==> config.mk <==
export PLATFORM = sky130hd
export DESIGN_NAME = pc_sequencer
export DESIGN_NICKNAME = d
export VERILOG_FILES = /design/src/rtl/pc_sequencer.sv
export SDC_FILE = /design/constraint.sdc
export NUM_CORES = 1
export LEC_CHECK = 0
export ABC_AREA = 1
export CELL_PAD_IN_SITES_DETAIL_PLACEMENT = 1
export CELL_PAD_IN_SITES_GLOBAL_PLACEMENT = 1
export CORE_AREA = 2 2 123 77
export DETAILED_ROUTE_END_ITERATION = 10
export DIE_AREA = 0 0 125 79
export HOLD_SLACK_MARGIN = 0.15
export PLACE_DENSITY = 0.87
export RECOVER_POWER = 100
export SYNTH_ARGS = -nofsm -noshare
export SYNTH_HDL_FRONTEND = slang
export SYNTH_SLANG_ARGS = --single-unit
export TNS_END_PERCENT = 100
==> constraint.sdc <==
create_clock -name clk_1 -period 4.8 [get_ports clk_1]
set_clock_uncertainty 0.15 [all_clocks]
set_input_delay 1.44 -clock clk_1 [delete_from_list [all_inputs] [get_ports clk_1]]
set_output_delay 1.44 -clock clk_1 [all_outputs]
set_load 0.01 [all_outputs]
==> src/rtl/pc_sequencer.sv <==
// pc_sequencer: owns the 16-bit program counter that feeds the memory-access stage.
//
// After reset it fetches the little-endian reset vector (low byte at the vector base,
// high byte at base+1), then sits in RUN. In RUN it accepts one command per cycle:
//   jmp_load > branch_take > pc_inc.
// A branch whose target lands in another 256-byte page takes one extra cycle (BR_FIX).
// In BR_FIX, pc shows the new low byte with the old high byte. The high byte is fixed
// on the way back to RUN.
//
// Optional feature (macro MOSBY_INT_VEC_EN): NMI/IRQ acceptance at the opcode-fetch
// boundary (sync). The PC is saved in ret_pc and the vector is taken from NMI_VEC or
// IRQ_VEC. With the macro undefined, only the reset vector exists.
//
// Ports:
//   clk_1       : clock, all state changes on the rising edge
//   rst         : synchronous active-high reset
//   data_in     : read data, valid one cycle after its address was presented
//   fetch_en    : in RUN, requests the PC as the address-bus source
//   pc_inc      : increment the PC
//   jmp_load    : load the PC with {jmp_hi, jmp_lo}
//   jmp_lo/hi   : jump target bytes
//   branch_take : add the sign-extended branch_off to the PC
//   branch_off  : signed branch offset
//   pc          : address offered to the memory-access stage
//   pc_data     : address-bus source is the PC
//   ready       : in RUN and accepting commands
//   page_cross  : high during the branch fix-up cycle
//   state_dbg   : current FSM state encoding (VEC_LO=0 .. BR_FIX=4)
//   nmi_req, irq_req, irq_mask, sync, ret_pc : MOSBY_INT_VEC_EN only
//
// Handshake: there is no valid/ready pairing on commands. A command acts only in a
// cycle where ready=1; commands presented while ready=0 are dropped, not queued.

module pc_sequencer #(
  parameter logic [15:0] RESET_VEC = 16'hFFFC,
  parameter logic [15:0] NMI_VEC   = 16'hFFFA,
  parameter logic [15:0] IRQ_VEC   = 16'hFFFE
) (
  input  logic        clk_1,
  input  logic        rst,
  input  logic [7:0]  data_in,
  input  logic        fetch_en,
  input  logic        pc_inc,
  input  logic        jmp_load,
  input  logic [7:0]  jmp_lo,
  input  logic [7:0]  jmp_hi,
  input  logic        branch_take,
  input  logic [7:0]  branch_off,
`ifdef MOSBY_INT_VEC_EN
  input  logic        nmi_req,
  input  logic        irq_req,
  input  logic        irq_mask,
  input  logic        sync,
  output logic [15:0] ret_pc,
`endif
  output logic [15:0] pc,
  output logic        pc_data,
  output logic        ready,
  output logic        page_cross,
  output logic [2:0]  state_dbg
);

  typedef enum logic [2:0] {
    VEC_LO = 3'd0,
    VEC_HI = 3'd1,
    VEC_LD = 3'd2,
    RUN    = 3'd3,
    BR_FIX = 3'd4
  } state_t;

  state_t      state;
  logic [15:0] pc_reg;
  logic [7:0]  lo_buf;
  logic [7:0]  hi_buf;
  logic [15:0] vec_base;
  logic [15:0] br_sum;

  // Sign-extended add, modulo 2^16.
  assign br_sum = pc_reg + {{8{branch_off[7]}}, branch_off};

`ifdef MOSBY_INT_VEC_EN
  logic nmi_q;
  logic nmi_pend;
  logic int_take;

  // A jump or branch in the same cycle wins. The interrupt is then taken at a later sync.
  assign int_take = (state == RUN) && sync && !jmp_load && !branch_take &&
                    (nmi_pend || (irq_req && !irq_mask));

  // nmi_q follows the pin even during reset. A level already high when reset ends
  // therefore does not count as an edge.
  always_ff @(posedge clk_1) begin
    nmi_q <= nmi_req;
  end
`else
  assign vec_base = RESET_VEC;
`endif

  always_ff @(posedge clk_1) begin
    if (rst) begin
      state  <= VEC_LO;
      pc_reg <= 16'h0000;
      lo_buf <= 8'h00;
      hi_buf <= 8'h00;
`ifdef MOSBY_INT_VEC_EN
      vec_base <= RESET_VEC;
      ret_pc   <= 16'h0000;
      nmi_pend <= 1'b0;
`endif
    end else begin
`ifdef MOSBY_INT_VEC_EN
      if (nmi_req && !nmi_q) nmi_pend <= 1'b1;
`endif
      case (state)
        VEC_LO: state <= VEC_HI;
        VEC_HI: begin
          lo_buf <= data_in;
          state  <= VEC_LD;
        end
        VEC_LD: begin
          pc_reg <= {data_in, lo_buf};
          state  <= RUN;
        end
        RUN: begin
          if (jmp_load) begin
            pc_reg <= {jmp_hi, jmp_lo};
          end else if (branch_take) begin
            if (br_sum[15:8] == pc_reg[15:8]) begin
              pc_reg <= br_sum;
            end else begin
              pc_reg[7:0] <= br_sum[7:0];
              hi_buf      <= br_sum[15:8];
              state       <= BR_FIX;
            end
`ifdef MOSBY_INT_VEC_EN
          end else if (int_take) begin
            ret_pc <= pc_reg;
            if (nmi_pend) begin
              vec_base <= NMI_VEC;
              nmi_pend <= 1'b0;
            end else begin
              vec_base <= IRQ_VEC;
            end
            state <= VEC_LO;
`endif
          end else if (pc_inc) begin
            pc_reg <= pc_reg + 16'h0001;
          end
        end
        BR_FIX: begin
          pc_reg[15:8] <= hi_buf;
          state        <= RUN;
        end
        default: state <= VEC_LO;
      endcase
    end
  end

  // Outputs decode directly from registered state. pc_data in RUN follows fetch_en.
  always_comb begin
    pc         = pc_reg;
    pc_data    = 1'b0;
    ready      = 1'b0;
    page_cross = 1'b0;
    case (state)
      VEC_LO: begin
        pc      = vec_base;
        pc_data = 1'b1;
      end
      VEC_HI: begin
        pc      = vec_base + 16'h0001;
        pc_data = 1'b1;
      end
      VEC_LD: begin
        pc      = vec_base + 16'h0001;
        pc_data = 1'b0;
      end
      RUN: begin
        pc      = pc_reg;
        pc_data = fetch_en;
        ready   = 1'b1;
      end
      BR_FIX: begin
        // Dummy read at the partially updated address, as the original core does.
        pc         = pc_reg;
        pc_data    = 1'b1;
        page_cross = 1'b1;
      end
      default: begin
        pc = pc_reg;
      end
    endcase
  end

  assign state_dbg = state;

endmodule

==> results_dict.tcl <==
set metrics [dict create \
    clkTransAtPathRegs_ps 50 \
    ratio_of_final_minimum_period_to_clock_period 0.939 \
    cts_buffer_count 5 \
    path_depth 12 \
    groute.usage.overall 0.269 \
    setup_crit_path_kind "in -> reg" \
    yosysWarnings 0 \
    dominant_synthesized_flop_cell "dfxtp_1" \
    filler_cell_count 1243 \
    port_buffers 59 \
    synth_cell_type_count 36 \
    clock_latency_ps 280 \
    footprint_of_the_multi_input_gates_um2 2230 \
    fmax_mhz 222 \
    cp_max_fo 16 \
    n_antenna_cell 0 \
    first_global_vias 4131 \
    drc 0 \
    postSynthAreaPerCell_um2 5.80 \
    finalMaxSlewViolations 0 \
    timing.max_cap.violations 0 \
    critical_path_cell_by_cell "dlygate4sd3_1 -> nor2_1 -> clkbuf_1 -> inv_1 -> nor3_1 -> nor3_1 -> inv_1 -> nand2_1 -> nand2_1 -> nand2_1 -> nand2_1 -> nor2_1" \
    drt_pass1_iterations 5 \
    tritoncts "built" \
    yosysTopAreaCell "dfxtp_1" \
    max_slew.worst_pin.slew_ps 1040 \
    run_status "finished clean" \
    vias 4131 \
    clock_sinks 35 \
    layout_net_count 688 \
    required_ps 4820 \
    synthesis.area_um2 3340 \
    syn-num-nets 630 \
    critical_path.most_common_cell "nand2_1" \
    setup_viol 0 \
    post-place-ws_ps 26.1 \
    critPathTopFamily "buffers and inverters" \
    critical_path_buf_inv_count 4 \
    post_drt_wl_per_cell_um 17.6 \
    grt_pass1_wl_um 21300 \
    critical-path-max-stage-delay_ps 670 \
    holdPathStages 2 \
    floorplan.io_pins 60 \
    ys_top_cells_by_count "nand2_1 (171), inv_1 (78), nor2_1 (60)" \
    reg2reg_depth 19 \
    power.total_w 0.00115 \
    global_route.overflow_total 0 \
    number_of_flip_flops_in_the_largest_register 16 \
    syn-instance-count 575 \
    final_layout_setup_total_negative_slack_ps 0 \
    synth_edf_count 0 \
    cellPowerDensity_nw_per_um2 276 \
    die_h_um 79 \
    clock_path_buffers 2 \
    dr.first_iter.drc_count 314 \
    die-width_um 125 \
    cts.repair_timing.setup_buffer_count 0 \
    root_buffer "clkbuf_16" \
    postSynth.asyncResetShare 0 \
    min_period_ps 4510 \
    p_leak_nw 1.90 \
    worst_hold_path_type "reg -> reg" \
    cts-htree-levels 2 \
    cp-start-kind "input port" \
    slowest_stage "dlygate4sd3_1" \
    vias_per_cell 5.52 \
    drt-total-wl_um 13200 \
    synth_top_area_share 0.210 \
    fin_ws_ps 292 \
    synth_top_cells_by_area "dfxtp_1 (21%), nand2_1 (19%), inv_1 (8.8%)" \
    ant_nets 0 \
    hold_violations 0 \
    grt_start_max_net_pins 25 \
    seq_area_frac_synth 0.210 \
    power.ir.vdd_worst_mv 0.134 \
    initial_antenna_violation_count 0 \
    die_area_um2 9880 \
    critPathArrivalTime_ps 4530 \
    synth_most_common_cell "nand2_1" \
    max_slew_margin 0.309 \
    growth_of_design_area_from_synthesis_to_finish_pct 25.0 \
    number_of_storage_elements_in_the_synthesis_netlist 35 \
    register_area_um2 701 \
    grt_setup_unrepaired "false" \
    critPathCaptureType "flip-flop" \
    core_region_area_um2 8850 \
    floorplan.initialDensity 0.377 \
    drive_gt1_frac 0.0379 \
    gpl.final_weighted_congestion 1.02 \
    row_count 27 \
    post-dp-hpwl_um 10600 \
]
## final timing paths
check | to | from | slack, ps
worst max-delay path | pc_reg[13] | branch_take | 290
worst min-delay path | hi_buf[5] | hi_buf[5] | 320
worst min register to register | hi_buf[5] | hi_buf[5] | 320
worst max register to register | pc_reg[13] | pc_reg[0] | 1560
## cells by family (layout without fill, tap and decap cells)
kind of cell / after synthesis / in the layout / synth area share
AND/OR/NAND/NOR: 316 / 316 / 0.403
adder cells (fa/ha/maj): 17 / 17 / 0.0660
flip-flops: 35 / 35 / 0.210
AO/OA/AOI/OAI: 105 / 105 / 0.191
buffers and inverters: 96 / 154 / 0.114
XOR/XNOR: 6 / 6 / 0.0158
## layout make-up
class / count / area share
well taps: 116 / 0.0348
repair buffers: 64 / 0.149
inverters: 83 / 0.0747
multi-input cells: 444 / 0.535
clock inverters: 1 / 0.00720
flip-flops and latches: 35 / 0.168
clock buffers: 6 / 0.0309
## layout by cell type, fill, tap and decap left out, drive strengths merged
cell type	n
a21oi	55
a221oi	7
a31oi	1
and2	4
buf	3
bufinv	1
clkbuf	8
clkdlybuf4s50	34
clkinv	1
dfxtp	35
dlygate4sd3	24
dlymetal6s2s	1
fa	1
ha	16
inv	82
nand2	177
nand3	52
nand3b	1
nand4	8
nor2	66
nor3	7
o2111ai	3
o211a	1
o211ai	6
o21ai	24
o221ai	5
o22ai	1
o31ai	1
o41ai	1
or2	1
xnor2	2
xor2	4
## report_power, final
group	internal (W)	switching (W)	leakage, nW
registers	0.000316	0.0000377	0.287
clock network	0.000242	0.000124	0.0769
logic	0.000158	0.000271	1.53
## timing repair
action                                  4_1_cts  5_1_grt
gates resized for setup                       0        1
hold buffers                                  0        0
endpoints found under the setup margin        0        1
## metrics by stage
| stage | instances | cell area (um^2) | hold WS [ps] | util |
|---|---|---|---|---|
| CTS | 749 | 4200 | 326 | 0.474 |
| global route | 749 | 4170 | 349 | 0.471 |
| finish | 749 | 4170 | 324 | 0.471 |
| detailed placement | 742 | 4040 | 299 | 0.456 |
| global placement | 742 | 4040 | 286 | 0.456 |
| floorplan | 575 | 3340 | 277 | - |
## metal layers
metal / vias to the layer above / track usage / wire (um)
met4: 0 / 0.0489 / 167
met1: 1987 / 0.372 / 6380
li1: 2000 / - / -
met2: 126 / 0.442 / 5810
met3: 18 / 0.0532 / 808
met5: - / 0 / 0
## worst register-to-register path: stages, from the launching register on
cell and delay (ps):
dfxtp_1 360, ha_1 240, fa_1 440, nand2_1 120
nand3_1 100, nand3_1 140, nand2_1 130, nand2_1 120
nand2_1 60, nand2_1 110, nand2_1 100, nand2_1 70
nand2_1 60, nor2_2 150, nand3_4 180, nand2_4 260
nand2_1 140, nand2_1 100, nand2_1 60, nor2_1 100
Note: power is estimated with default switching activity, not from simulation.
